`src/rtl/viterbi_ctrl.sv`:
```
// ---------------------------------------------------------------------------
// viterbi_ctrl -- control FSM for the Viterbi POS-tagging datapath.
//
// The controller sequences one sentence through the datapath. For each word
// it fetches the key, then sweeps every (i,J) emission/transition pair while
// writing the HMM matrix. If needed it resolves multiple sources, and then
// commits the word. At end of line it selects the maximum probability,
// pushes the backtrace onto the POS stack and reads the stack back out.
//
// Every control output is a registered Moore output. Each one is decoded
// from the state (and first_word) the FSM is entering, so the outputs
// always reflect the current state.
//
// Optional feature, enabled by defining VITERBI_CTRL_WATCHDOG_EN:
//   A WDOG_W-bit dwell counter clears on every state change. If the counter
//   saturates in SCORE, TRACE or POP, the FSM is forced into ERROR.
//
// Ports:
//   clk, reset             rising-edge clock, async active-high reset
//   start                  sentence request (accepted in IDLE or ERROR only)
//   error, endline         datapath word-lookup error / end-of-sentence
//   multiple_source        more than one predecessor recorded
//   stack_empty, done      POS stack status
//   i, J                   emission / transition indices
//   key                    current key register value
//   increment_* .. reset_Stack_POS   datapath control strobes
//   busy                   high in every state except IDLE
//   finished               one-cycle pulse on successful completion
//   err_flag               sticky error, cleared by the next accepted start
// ---------------------------------------------------------------------------
module viterbi_ctrl #(
  parameter int POS_NUM      = 11,
  parameter int POS_NUM_BIT  = 4,
  parameter int WORD_NUM_BIT = 4,
  parameter int WDOG_W       = 16
) (
  input  logic                    clk,
  input  logic                    reset,
  input  logic                    start,
  input  logic                    error,
  input  logic                    endline,
  input  logic                    multiple_source,
  input  logic                    stack_empty,
  input  logic                    done,
  input  logic [POS_NUM_BIT-1:0]  i,
  input  logic [POS_NUM_BIT-1:0]  J,
  input  logic [WORD_NUM_BIT-1:0] key,
  output logic                    increment_enable_Words_control,
  output logic                    increment_enable_Emiss_control,
  output logic                    increment_enable_Transition_control,
  output logic                    reset_Transition_control,
  output logic                    reset_Emission_control,
  output logic                    RW_Key_reg,
  output logic                    decrement_enable,
  output logic                    RW_Pre_Posibility,
  output logic                    S_key_0,
  output logic                    S_key_1,
  output logic                    S_POS_HMM_0,
  output logic                    S_POS_HMM_1,
  output logic                    S_POS_HMM_2,
  output logic                    S_posibility_0,
  output logic                    S_posibility_1,
  output logic                    RW_HMM_matrix,
  output logic                    change_enable,
  output logic                    choose_output,
  output logic                    RW_Max_posibility,
  output logic                    RW_Stack_POS,
  output logic                    reset_Stack_POS,
  output logic                    busy,
  output logic                    finished,
  output logic                    err_flag
);

  typedef enum logic [3:0] {
    ST_IDLE    = 4'd0,
    ST_FETCH   = 4'd1,
    ST_SCORE   = 4'd2,
    ST_RESOLVE = 4'd3,
    ST_COMMIT  = 4'd4,
    ST_MAXSEL  = 4'd5,
    ST_TRACE   = 4'd6,
    ST_POP     = 4'd7,
    ST_FINISH  = 4'd8,
    ST_ERROR   = 4'd9
  } state_t;

  typedef struct packed {
    logic inc_words;
    logic inc_emiss;
    logic inc_trans;
    logic rst_trans;
    logic rst_emiss;
    logic rw_key;
    logic dec_en;
    logic rw_pre;
    logic s_key_0;
    logic s_key_1;
    logic s_hmm_0;
    logic s_hmm_1;
    logic s_hmm_2;
    logic s_pos_0;
    logic s_pos_1;
    logic rw_hmm;
    logic change_en;
    logic choose_out;
    logic rw_max;
    logic rw_stack;
    logic rst_stack;
    logic busy;
    logic finished;
  } ctrl_t;

  localparam logic [POS_NUM_BIT-1:0]  LAST_IDX = POS_NUM_BIT'(POS_NUM - 1);
  localparam logic [WORD_NUM_BIT-1:0] KEY_ZERO = {WORD_NUM_BIT{1'b0}};

  // Reject parameter sets the index and watchdog widths cannot represent.
  if (POS_NUM > (2 ** POS_NUM_BIT)) begin : g_pos_num_check
    $error("viterbi_ctrl: POS_NUM does not fit in POS_NUM_BIT");
  end
  if (WDOG_W < 2) begin : g_wdog_w_check
    $error("viterbi_ctrl: WDOG_W must be at least 2");
  end

  // Moore decode: control strobes for a given state. In SCORE the
  // probability source depends on whether this is the first word.
  function automatic ctrl_t decode_ctrl(input state_t st, input logic fw);
    ctrl_t c;
    c = {$bits(ctrl_t){1'b0}};
    c.busy = (st != ST_IDLE);
    case (st)
      ST_IDLE: begin
        c.rst_trans = 1'b1;
        c.rst_emiss = 1'b1;
        c.rst_stack = 1'b1;
      end
      ST_FETCH: c.rw_key = 1'b1;
      ST_SCORE: begin
        c.rw_hmm    = 1'b1;
        c.s_key_1   = 1'b1;
        c.s_hmm_0   = 1'b1;
        c.inc_trans = 1'b1;
        c.s_pos_1   = fw;
        c.s_pos_0   = ~fw;
      end
      ST_RESOLVE: begin
        c.change_en = 1'b1;
        c.rw_max    = 1'b1;
        c.s_hmm_1   = 1'b1;
      end
      ST_COMMIT: begin
        c.rw_pre    = 1'b1;
        c.inc_words = 1'b1;
        c.rst_trans = 1'b1;
        c.rst_emiss = 1'b1;
      end
      ST_MAXSEL: c.rw_max = 1'b1;
      ST_TRACE: begin
        c.choose_out = 1'b1;
        c.s_key_0    = 1'b1;
        c.s_hmm_2    = 1'b1;
        c.rw_stack   = 1'b1;
        c.dec_en     = 1'b1;
      end
      ST_POP: c.busy = 1'b1;
      ST_FINISH: begin
        c.finished  = 1'b1;
        c.rst_stack = 1'b1;
      end
      ST_ERROR: c.busy = 1'b1;
      default: c = {$bits(ctrl_t){1'b0}};
    endcase
    return c;
  endfunction

  state_t state_r;
  state_t nom_next_s;
  state_t next_state_s;
  logic   first_word_r;
  logic   first_word_next_s;
  logic   start_accept_s;
  logic   err_flag_r;
  ctrl_t  ctrl_r;

  assign start_accept_s = start && ((state_r == ST_IDLE) || (state_r == ST_ERROR));

  // Nominal next-state decision, before any watchdog override.
  always_comb begin
    nom_next_s = state_r;
    case (state_r)
      ST_IDLE:    nom_next_s = start ? ST_FETCH : ST_IDLE;
      ST_FETCH: begin
        if (error) begin
          nom_next_s = ST_ERROR;
        end else if (endline) begin
          nom_next_s = ST_MAXSEL;
        end else begin
          nom_next_s = ST_SCORE;
        end
      end
      ST_SCORE: begin
        if ((J == LAST_IDX) && (i == LAST_IDX)) begin
          nom_next_s = multiple_source ? ST_RESOLVE : ST_COMMIT;
        end else begin
          nom_next_s = ST_SCORE;
        end
      end
      ST_RESOLVE: nom_next_s = ST_COMMIT;
      ST_COMMIT:  nom_next_s = ST_FETCH;
      // first_word still set here means no word was committed: nothing to trace.
      ST_MAXSEL:  nom_next_s = first_word_r ? ST_FINISH : ST_TRACE;
      ST_TRACE:   nom_next_s = (key == KEY_ZERO) ? ST_POP : ST_TRACE;
      ST_POP:     nom_next_s = (done || stack_empty) ? ST_FINISH : ST_POP;
      ST_FINISH:  nom_next_s = ST_IDLE;
      ST_ERROR:   nom_next_s = start ? ST_FETCH : ST_ERROR;
      default:    nom_next_s = ST_IDLE;
    endcase
  end

`ifdef VITERBI_CTRL_WATCHDOG_EN
  logic [WDOG_W-1:0] wdog_cnt_r;
  logic              wdog_trip_s;

  assign wdog_trip_s = (&wdog_cnt_r) &&
                       ((state_r == ST_SCORE) || (state_r == ST_TRACE) || (state_r == ST_POP));
  assign next_state_s = wdog_trip_s ? ST_ERROR : nom_next_s;

  // Dwell counter: restarts on every state change, saturates otherwise.
  always_ff @(posedge clk or posedge reset) begin
    if (reset) begin
      wdog_cnt_r <= {WDOG_W{1'b0}};
    end else if (next_state_s != state_r) begin
      wdog_cnt_r <= {WDOG_W{1'b0}};
    end else if (!(&wdog_cnt_r)) begin
      wdog_cnt_r <= wdog_cnt_r + WDOG_W'(1'b1);
    end else begin
      wdog_cnt_r <= wdog_cnt_r;
    end
  end
`else
  assign next_state_s = nom_next_s;
`endif

  // first_word: set by an accepted start, cleared as the first word commits.
  always_comb begin
    if (start_accept_s) begin
      first_word_next_s = 1'b1;
    end else if (state_r == ST_COMMIT) begin
      first_word_next_s = 1'b0;
    end else begin
      first_word_next_s = first_word_r;
    end
  end

  // State, first_word and registered control outputs.
  always_ff @(posedge clk or posedge reset) begin
    if (reset) begin
      state_r      <= ST_IDLE;
      first_word_r <= 1'b0;
      ctrl_r       <= decode_ctrl(ST_IDLE, 1'b0);
    end else begin
      state_r      <= next_state_s;
      first_word_r <= first_word_next_s;
      ctrl_r       <= decode_ctrl(next_state_s, first_word_next_s);
    end
  end

  // Sticky error flag: an accepted start clears it, and entering ERROR sets it.
  always_ff @(posedge clk or posedge reset) begin
    if (reset) begin
      err_flag_r <= 1'b0;
    end else if (start_accept_s) begin
      err_flag_r <= 1'b0;
    end else if (next_state_s == ST_ERROR) begin
      err_flag_r <= 1'b1;
    end else begin
      err_flag_r <= err_flag_r;
    end
  end

  assign increment_enable_Words_control      = ctrl_r.inc_words;
  assign increment_enable_Emiss_control      = ctrl_r.inc_emiss;
  assign increment_enable_Transition_control = ctrl_r.inc_trans;
  assign reset_Transition_control            = ctrl_r.rst_trans;
  assign reset_Emission_control              = ctrl_r.rst_emiss;
  assign RW_Key_reg                          = ctrl_r.rw_key;
  assign decrement_enable                    = ctrl_r.dec_en;
  assign RW_Pre_Posibility                   = ctrl_r.rw_pre;
  assign S_key_0                             = ctrl_r.s_key_0;
  assign S_key_1                             = ctrl_r.s_key_1;
  assign S_POS_HMM_0                         = ctrl_r.s_hmm_0;
  assign S_POS_HMM_1                         = ctrl_r.s_hmm_1;
  assign S_POS_HMM_2                         = ctrl_r.s_hmm_2;
  assign S_posibility_0                      = ctrl_r.s_pos_0;
  assign S_posibility_1                      = ctrl_r.s_pos_1;
  assign RW_HMM_matrix                       = ctrl_r.rw_hmm;
  assign change_enable                       = ctrl_r.change_en;
  assign choose_output                       = ctrl_r.choose_out;
  assign RW_Max_posibility                   = ctrl_r.rw_max;
  assign RW_Stack_POS                        = ctrl_r.rw_stack;
  assign reset_Stack_POS                     = ctrl_r.rst_stack;
  assign busy                                = ctrl_r.busy;
  assign finished                            = ctrl_r.finished;
  assign err_flag                            = err_flag_r;

  viterbi_ctrl_chk u_chk (
    .clk         (clk),
    .reset       (reset),
    .s_key_0     (S_key_0),
    .s_key_1     (S_key_1),
    .s_hmm_0     (S_POS_HMM_0),
    .s_hmm_1     (S_POS_HMM_1),
    .s_hmm_2     (S_POS_HMM_2),
    .s_pos_0     (S_posibility_0),
    .s_pos_1     (S_posibility_1)
  );

endmodule

// ---------------------------------------------------------------------------
// viterbi_ctrl_chk -- mutual-exclusion properties on the datapath mux selects.
// Ports: clk, reset, and the select outputs of viterbi_ctrl.
// ---------------------------------------------------------------------------
module viterbi_ctrl_chk (
  input logic clk,
  input logic reset,
  input logic s_key_0,
  input logic s_key_1,
  input logic s_hmm_0,
  input logic s_hmm_1,
  input logic s_hmm_2,
  input logic s_pos_0,
  input logic s_pos_1
);

  a_key_excl: assert property (@(posedge clk) disable iff (reset)
    !(s_key_0 && s_key_1));

  a_hmm_excl: assert property (@(posedge clk) disable iff (reset)
    $onehot0({s_hmm_0, s_hmm_1, s_hmm_2}));

  a_pos_excl: assert property (@(posedge clk) disable iff (reset)
    !(s_pos_0 && s_pos_1));

endmodule

```
`config.mk`:
```
export PLATFORM = sky130hd
export DESIGN_NAME = viterbi_ctrl
export DESIGN_NICKNAME = d
export VERILOG_FILES = /design/src/rtl/viterbi_ctrl.sv
export SDC_FILE = /design/constraint.sdc
export NUM_CORES = 1
export LEC_CHECK = 0
export CAP_MARGIN = 10
export CELL_PAD_IN_SITES_DETAIL_PLACEMENT = 0
export CELL_PAD_IN_SITES_GLOBAL_PLACEMENT = 2
export CORE_MARGIN = 5
export CORE_UTILIZATION = 21
export CTS_CLUSTER_DIAMETER = 60
export DETAILED_ROUTE_END_ITERATION = 10
export GPL_TIMING_DRIVEN = 0
export PLACE_DENSITY = 0.83
export SYNTH_ARGS = -nofsm -noshare
export SYNTH_HDL_FRONTEND = slang
export SYNTH_SLANG_ARGS = --single-unit
```
`constraint.sdc`:
```
create_clock -name clk -period 1.7 [get_ports clk]
set_clock_uncertainty 0.05 [all_clocks]
set_input_delay 0.425 -clock clk [delete_from_list [all_inputs] [get_ports clk]]
set_output_delay 0.425 -clock clk [all_outputs]
set_load 0.01 [all_outputs]
```
==> Yosys cells after proc, flatten, opt, wreduce, memory -nomap -nowiden <==
Index checks and enable logic that the tools add are counted.
{ "classes": {"eq_ne": 19, "n_mux": 26, "bitwise": 1, "reduce_logical": 14} }
{ "op_table": {"columns": ["op", "n"], "rows": [
  ["case mux 4 bit (9 select lines)", 1],
  ["== test 4 x 3 -> 1 bit, second input constant", 8],
  ["== test 4 bit, second input constant", 5],
  ["== test 4 x 2 -> 1 bit, second input constant", 4],
  ["two-way mux 4 bit", 4],
  ["two-way mux 1 bit", 14],
  ["logical NOT 4 bit", 3],
  ["two-way mux 3 bit", 4],
  ["== test 4 x 1 -> 1 bit, second input constant", 2],
  ["OR reduction 2 bit", 4],
  ["OR reduction 8 bit", 1],
  ["two-way mux 2 bit", 2],
  ["nonzero test 4 bit", 1],
  ["logical AND 1 bit", 2],
  ["logical OR 1 bit", 2],
  ["case mux 1 bit (2 select lines)", 1],
  ["nonzero test 2 bit", 1],
  ["inverter 1 bit", 1]
]} }
{ "totals": {"regBits": 22, "in_bits": 20, "out_inout_bits": 24, "wordCells": 79} }

==> Longest topological paths before layout <==
{ "logic_depth": {"depth_word": 7, "mapped_depth": 6, "ltp_nobuf": 5} }

==> Least setup slack after synthesis <==
Ideal clock, no wire load.
{ "synth_timing": {"path_type": "reg-to-reg", "start": "reg state_r[2]", "end": "reg ctrl_r (netlist bit busy)", "setup_time_ps": 138, "arrival_time_ps": 1650, "t_required_ps": 1512, "slack_ps": -138, "path_stages_with_launch": 7, "n_path_buf": 1, "synth_period_minus_slack_ps": 1838, "path_cell_list": "dfrtp_1 > buf_4 > nor2b_1 > a32oi_2 > o311a_2 > inv_2 > or4_4"} }
{ "synth_via": {"elab_chain_len": 5, "word_cells_on_any_way": 24, "cone_classes": "eq/ne (17); mux (2); reduce/logical (5)"} }
{ "synth_lines": {"columns": ["item", "line_no", "text"], "rows": [
  ["start: declaration", "175", "state_t state_r;"],
  ["start signal: assignment", "261", "state_r <= next_state_s;"],
  ["== test 4 bit, or another cell as far along", "189", "case (state_r)"],
  ["case mux 4 bit (9 select lines) (*)", "189", null],
  ["net next_state_s[2]", "177", "state_t next_state_s;"],
  ["== test 4 x 3 -> 1 bit, or another cell as far along", "130", "case (st)"],
  ["OR reduction 8 bit (no source line) or OR reduction 2 bit (tied branches)", null, null],
  ["case mux 1 bit (2 select lines) (*)", "130", null],
  ["end signal: assignment", "259", "ctrl_r <= decode_ctrl(ST_IDLE, 1'b0);"],
  ["end signal: assignment", "263", "ctrl_r <= decode_ctrl(next_state_s, first_word_next_s);"],
  ["end: declaration", "182", "ctrl_t ctrl_r;"]
]} }
The timed path passes the listed nets; every way through them passes the cells marked *.
A chain may end at the register's enable or synchronous reset.

==> Final worst setup path <==
{ "layout_timing": {"start": "in error", "end": "reg ctrl_r (netlist bit busy)"} }
{ "layout_via": {"elab_chain_len": 5, "word_cells_on_any_way": 16, "cone_classes": "eq/ne (9); mux (3); reduce/logical (4)"} }
{ "layout_lines": {"columns": ["item", "line_no", "text"], "rows": [
  ["start: declaration", "40", "input logic error,"],
  ["two-way mux 4 bit (*)", "192", "if (error) begin"],
  ["case mux 4 bit (9 select lines) (*)", "189", null],
  ["net next_state_s[2]", "177", null],
  ["== test 4 x 3 -> 1 bit, or another cell as far along", "130", null],
  ["OR reduction 8 bit (no source line) or OR reduction 2 bit (tied branches)", null, null],
  ["case mux 1 bit (2 select lines) (*)", "130", null]
]} }
Marks and branches as above.

==> impl_results.md <==
* GRT Max-Usage Layer: met2
* Vias in the first global route at 1017
* Run status: complete, but fails checks
* DP Area at 0.00152 mm^2
* Mean Syn Cell Area at 10.4 um^2
* RSZ-0062 raised after global routing: yes
* Worst-path clk slew at 70 ps
* Kind of critical path: input port to flip-flop
* Number of synthesized flops with an enable pin at 0
* Max reg flops at 4
* Failing checks: setup timing
* Vias at 988
* Avg Vias per Cell at 4.53
* Pins Over Slew Limit at 0
* CTS tree: done
* DP Wirelength at 1.98 mm
* CTS Hold Buffers Added at 0
* Post-route setup TNS at -381 ps
* Tot GR Track Use at 0.0958
* Clock latency on the worst-skew pair at 260 ps
* Top_reg_cell synth: dfrtp_1
* CTS sink cnt at 18
* RR Endpoint: busy
* Layout area overhead at 92.2%
* First-pass DRT Iterations at 4
* Die footprint at 0.00616 mm^2
* Setup slack, reg-to-reg at -120 ps
* Drc violations at 0
* Distinct cell type count after synthesis at 43
* Peak supply drop at 0.518 mV
* H-tree lvl count at 1
* Crit path DAT at 1910 ps
* Slew HR at 0.536
* Worst path slowest cell: or4_4
* Gate Count Post-Synth at 95
* Core Region at 0.00463 mm^2
* Area leader, netlist: dfrtp_1
* GR Util met1 at 0.107
* Mapped Area at 985 um^2
* Post-Route WL at 3.02 mm
* 1st-iter DRT viols at 39
* Nets@finish at 185
* Yosys warns at 0
* Setup-failing EPs final at 6
* Initial antenna violation count at 0
* First-pass GRT wire length at 4.71 mm
* Share of cells above drive strength 1 at 0.433
* Detail Route Antenna Nets at 0
* Biggest register: state_r
* Die W at 78.5 um
* Placer Congestion at 0.760
* Max-cap violation count at 0
* Hold Path Class: input port to asynchronous set/reset pin
* Die H at 78.5 um
* Avg WL per Cell at 13.8 um
* Clock root buffer master: clkbuf_8
* GRT Residual Overflow at 0
* Setup crit end kind: flip-flop
* Final WS setup at -135 ps
* Fraction of registers with async set/reset at 1.00
* Worst slew pin tran at 696 ps
* Number of cell rows at 25
* Post-synth top area share at 0.407
* Crit-path cells: dlygate4sd2_1 -> nor2b_1 -> o211ai_1 -> o311a_4 -> inv_4 -> or4_4
* Register bit total from synthesis at 18
* Post-Syn Nets at 115
* FILL cells at 458
* Leak at 0.924 nW
* Final min period at 1840 ps
* Input/output buffers at 42
* Placed Cells at 191
* Post-layout util at 0.409
* Final hold vios at 0
* Design area at 0.00189 mm^2
* CTS max path bufs at 2
* IO Pins at 44
* Startpoint types: input port
* Fmax at 545 MHz
* Num CTS Buffers at 3
* Slowest stage delay, CP at 500 ps
* Most frequent cell after synthesis: dfrtp_1
* Ant. Diodes at 0
* Top cells by area, synth: dfrtp_1 (41%), buf_4 (9.1%), dfstp_2 (5.3%), nand2_1 (2.7%), nor4b_1 (2.7%)
* Met2 Track Usage GR at 0.173
* Pin count of the biggest net entering global routing at 19
* Starting Density at 0.213
* Crit-path max FO at 5
* Required time worst endpoint at 1780 ps
* Final cell count without fillers at 218
* GR Layer Usage met3 at 0.0298
* Reg2Reg Depth at 7
* Crit share post-route at 1.08
* Power density cells at 1730 mW/mm^2
* Origin of the critical flop-to-flop path: state_r[2]
* Sequential share of the synthesized area at 0.460
* Most frequent cells after synthesis: dfrtp_1 (16), buf_4 (12), nand2_1 (7), inv_1 (5)
-- cell usage in the layout (no fill, tap or decap), types with 2 or more instances in the layout --
master	n
clkdlybuf4s15_1	9
dfstp_2	2
dlymetal6s2s_1	3
nor3_1	2
nor3b_1	2
nand2_2	2
dfrtp_1	14
clkdlybuf4s50_1	11
inv_1	5
clkbuf_8	4
nand2b_1	3
nor4b_4	3
nand3_4	2
a21oi_1	2
nor4bb_4	2
a211oi_1	2
dlygate4sd2_1	16
buf_4	30
buf_6	7
nor2_1	3
dfrtp_2	2
nand2_1	5
clkbuf_2	2
-- report_power, final --
part / switching (mW) / internal [mW]
Sequential: 0.112 / 0.615
Clock: 0.149 / 0.206
Combinational: 0.971 / 1.21
-- cell type report --
type | count | area (um^2) | share of cell area
multi-input cells | 57 | 593 | 0.313
repair buffers | 64 | 573 | 0.303
flip-flops and latches | 18 | 455 | 0.241
plain buffers | 15 | 124 | 0.0654
well taps | 54 | 67.6 | 0.0357
clock buffers | 4 | 55.1 | 0.0291
inverters | 6 | 25.0 | 0.0132
-- kinds of logic (layout without fill, tap and decap cells) --
kind of cell           after synthesis  count (layout)  share of synthesized area
AO/OA/AOI/OAI                       21              21                      0.172
XOR/XNOR                             1               1                    0.00890
buffers and inverters               21              89                      0.130
flip-flops                          18              18                      0.460
other                                1               1                    0.00381
AND/OR/NAND/NOR                     33              34                      0.226
-- through the flow --
stage / hold WS [ps] / power, mW / worst slack (ps)
after floorplan: 312 / 1.66 / -115
after CTS: 548 / 2.96 / -171
final: 525 / 3.27 / -135
after detailed placement: 554 / 2.22 / -710
after global routing: 620 / 3.48 / -212
after global placement: 544 / 2.19 / -686
-- layer usage --
layer | vias to the layer above | routed length, um | share of wire
li1 | 475 | - | -
met1 | 479 | 1190 | 0.39
met2 | 28 | 1610 | 0.53
met3 | 6 | 171 | 0.057
met4 | 0 | 43 | 0.014
met5 | - | 0 | 0
-- critical path: cells and delay by family --
family          cells  cell delay, ps
compound gates      2             520
buf+inv             2             360
simple gates        2             600
-- worst max path at each step --
stage | startpoint | end | slack, ps
after floorplan | state_r[3] | busy | -110
after global placement | stack_empty | busy | -690
after detailed placement | stack_empty | busy | -710
after CTS | state_r[2] | busy | -170
after global routing | error | busy | -210
final | error | busy | -140
-- repair_timing --
item                       in CTS  in global routing
hold endpoints to repair        0                  0
setup buffers                  17                  5
cloned                          1                  0
pin swaps                      15                 14
setup endpoints to repair      24                 16
resized for setup              53                 23
Note: power is estimated with default switching activity, not from simulation.
==> variant: new RTL, same flow settings <==
Add an input register stage for `key`; this delays it by one clock. The other inputs are not delayed to match.
--- a/src/rtl/viterbi_ctrl.sv
+++ b/src/rtl/viterbi_ctrl.sv
@@ -113,6 +113,12 @@
   localparam logic [POS_NUM_BIT-1:0]  LAST_IDX = POS_NUM_BIT'(POS_NUM - 1);
   localparam logic [WORD_NUM_BIT-1:0] KEY_ZERO = {WORD_NUM_BIT{1'b0}};
 
+  logic [WORD_NUM_BIT-1:0] key_q;
+
+  always_ff @(posedge clk) begin
+    key_q <= key;
+  end
+
   // Reject parameter sets the index and watchdog widths cannot represent.
   if (POS_NUM > (2 ** POS_NUM_BIT)) begin : g_pos_num_check
     $error("viterbi_ctrl: POS_NUM does not fit in POS_NUM_BIT");
@@ -208,7 +214,7 @@
       ST_COMMIT:  nom_next_s = ST_FETCH;
       // first_word still set here means no word was committed: nothing to trace.
       ST_MAXSEL:  nom_next_s = first_word_r ? ST_FINISH : ST_TRACE;
-      ST_TRACE:   nom_next_s = (key == KEY_ZERO) ? ST_POP : ST_TRACE;
+      ST_TRACE:   nom_next_s = (key_q == KEY_ZERO) ? ST_POP : ST_TRACE;
       ST_POP:     nom_next_s = (done || stack_empty) ? ST_FINISH : ST_POP;
       ST_FINISH:  nom_next_s = ST_IDLE;
       ST_ERROR:   nom_next_s = start ? ST_FETCH : ST_ERROR;
Function: changed (Yosys sat finds a counterexample within 10 cycles, from zero or initial values and one cycle with reset high).
==> variant against the original RTL <==
  * The run still ends with setup timing left
  * Die area rose by 7.1%
  * Sequential share of layout area is 2.0 points higher
  * Power grew 9.7%
  * Synthesized cell count is 4.2% higher
  * Sequential cell count grew 4
  * Cell area rose by 8.7%
  * Synthesized area increased by 8.1%
  * Sequential power increased by 15%
  * Setup slack better by 0.043 ns
  * Clock power up 37%
  * Via count up 5.2%
  * Hold slack worse by 0.0054 ns
  * Cell count rose by 10%
  * Wire length grew 7.3%
  * Critical path type is now flip-flop to flip-flop
  * Critical endpoint unchanged
  * Largest power group unchanged
==> variant: results (changes against the original RTL) <==
For the HPWL reported at the end of detailed placement, the log shows 2.08 mm (+5.0%). The count of flip-flops with a built-in enable after synthesis works out to 0 (unchanged). By area the synthesized netlist is led by sky130_fd_sc_hd__dfrtp_1, sky130_fd_sc_hd__buf_4, sky130_fd_sc_hd__dfxtp_1, sky130_fd_sc_hd__dfstp_2, sky130_fd_sc_hd__nand2_1. The tools report the routed metal-1 wire length as 1.19 mm (+0.51%). The logs give 0 (unchanged) for the number of nets with antenna violations after routing and 9.75% (+0.17 points) for the aggregate global-route resource usage. The worst reg-to-reg path cell count works out to 5 (-2). The final RePlAce weighted congestion is 0.771 (+1.4%), and the layout cell share with drive strength beyond 1 is 43.5% (+0.24 points).

In the final layout, the registers with the most flip-flops are key_q: 4 flops, state_r: 4 flops. The run gives 1,039 (+5.2%) as the via count. The tools report the total net switching power as 1.28 mW (+4.1%). The first-pass GRT wire length was 4.97 mm (+5.6%). The critical path's top delay family is simple AND/OR/NAND/NOR gates. The detailed route wirelength on metal3 was 246 um (+44%); the number of CTS-inserted buffers was 3 (unchanged).

Sum of met2 wire segment lengths after detailed routing: 1.78 mm (+10%). The tools report the clock tree buffer depth as 2 (unchanged). The tools report the master cell of the clock root buffer as sky130_fd_sc_hd__clkbuf_8.

By count the netlist is led by sky130_fd_sc_hd__dfrtp_1, sky130_fd_sc_hd__buf_4, sky130_fd_sc_hd__nand2_1. For the worst path arrival time, the log shows 1.88 ns (-0.03 ns). The slowest stage of the critical path is the sky130_fd_sc_hd__or4_4 cell. The checks that failed: setup timing. The worst setup slack after layout is -0.0917 ns (+0.0434 ns). The starting DRC count in detailed routing came out at 43 (+10%).

The total of warnings raised by yosys came out at 0 (unchanged). The leakage power figure is 0.979 nW (+6.0%), and the number of antenna diodes is 0 (unchanged). The logs give -0.687 ns (+0.0235 ns) for the placement-stage worst setup slack and 1620 um^2 (+6.6%) for the placed cell area. Clock-pin slew was measured on the worst setup and hold paths at 0.08 ns.

The tools report the maximum number of pins on one net before global-route repair as 19 (unchanged). The number of port buffers is 42 (unchanged), and the distinct cell type count of the synthesized netlist is 44 (+2.3%). The flow ran to the end, but the final reports show violations.

The worst vdd rail ir drop is 0.592 mV (+14%), and the post-synthesis net count is 119 (+3.5%). The tools report the final number of setup-violating endpoints as 7 (+1). For the clock latency of the later-clocked register in the worst-skew pair, the log shows 0.26 ns (about the same).

Sequential share of the synthesized area: 50.1% (+4.1 points). The initial antenna violation count is 0 (unchanged). Signal routing reaches up to met4. The transition at the pin with the smallest max-transition slack came out at 0.697 ns (+0.000738 ns).

The overall routed net length was 3.24 mm (+7.3%); the number of global-route vias before repair was 1,093 (+7.5%). The fraction of synthesis flops using an asynchronous set or reset pin is 81.8% (-18 points). The maximum fanout along the worst path is 6 (+1), and the largest stage delay on the critical path is 0.49 ns.

The tools report the number of H-tree levels as 1 (unchanged). In this run the worst hold path is classified as input pin to async pin. The setup TNS was -0.310 ns (+0.0709 ns); the number of optimization iterations in the first detailed-route pass was 4 (unchanged). The run gives 191 (+3.2%) as the number of nets at the end of the flow.
## variant: cell count changes after synthesis
cell	unedited run	this run
sky130_fd_sc_hd__dfxtp_1	0	4
## variant: power by group through the flow
stage,sequential (mW),combinational [mW],clock (mW)
3_5_place_dp,0.864,1.46,0
4_1_cts,0.848,1.99,0.496
6_report,0.838,2.26,0.488
3_3_place_gp,0.855,1.44,0
5_1_grt,0.860,2.41,0.523
2_1_floorplan,0.890,0.875,0
## variant: timing repair
action,CTS,global route
pin swaps,19,8
setup buffers,20,6
resized for setup,56,12
endpoints found under the setup margin,26,14
## variant: cell families after synthesis
logic type	share of synthesized area, %
other	0.352
DFF	50.1
xor gates and xnor gates	0.823
and+or+nand+nor	20.9
buffers and inverters	12.0
AOI/OAI and AO/OA	15.9
## variant: cell type report
class | instances | area [um^2]
buffer | 15 | 124
clock buffer | 3 | 41.3
clock inverter | 1 | 30.0
fill | 497 | 2950
inverter | 6 | 25.0
multi-input combinational | 56 | 583
sequential | 22 | 536
tap | 70 | 87.6
timing repair buffer | 67 | 632
## variant: worst paths after layout
path	end	slack, ns	start
max in group asynchronous	state_r[0]	0.60	reset
worst min-delay path	RW_Stack_POS	0.52	reset
worst max register to register	busy	-0.09	state_r[3]
min in group clk	key_q[2]	0.54	key[2]
worst max-delay path	busy	-0.09	state_r[3]
worst min register to register	err_flag	0.57	err_flag
## variant: worst register-to-register path, cell delays in order, from the launching register on
cell	delay, ns
sky130_fd_sc_hd__dfrtp_2	0.45
sky130_fd_sc_hd__buf_6	0.14
sky130_fd_sc_hd__o31a_1	0.25
sky130_fd_sc_hd__o21ai_2	0.16
sky130_fd_sc_hd__nand3_4	0.14
sky130_fd_sc_hd__or4_4	0.49
## variant: stage by stage
stage	utilization (%)	total power, mW	std cells
3_5_place_dp	32.3	2.33	211
3_3_place_gp	32.3	2.30	211
2_1_floorplan	-	1.76	99
5_1_grt	41.1	3.79	240
4_1_cts	39.2	3.34	234
6_report	41.1	3.58	240
## variant: layer usage
layer | up-vias | global-route usage [%]
met2 | 41 | 18.1
met4 | 0 | 3.89
met5 | - | 0
li1 | 489 | -
met3 | 4 | 2.88
met1 | 505 | 10.2
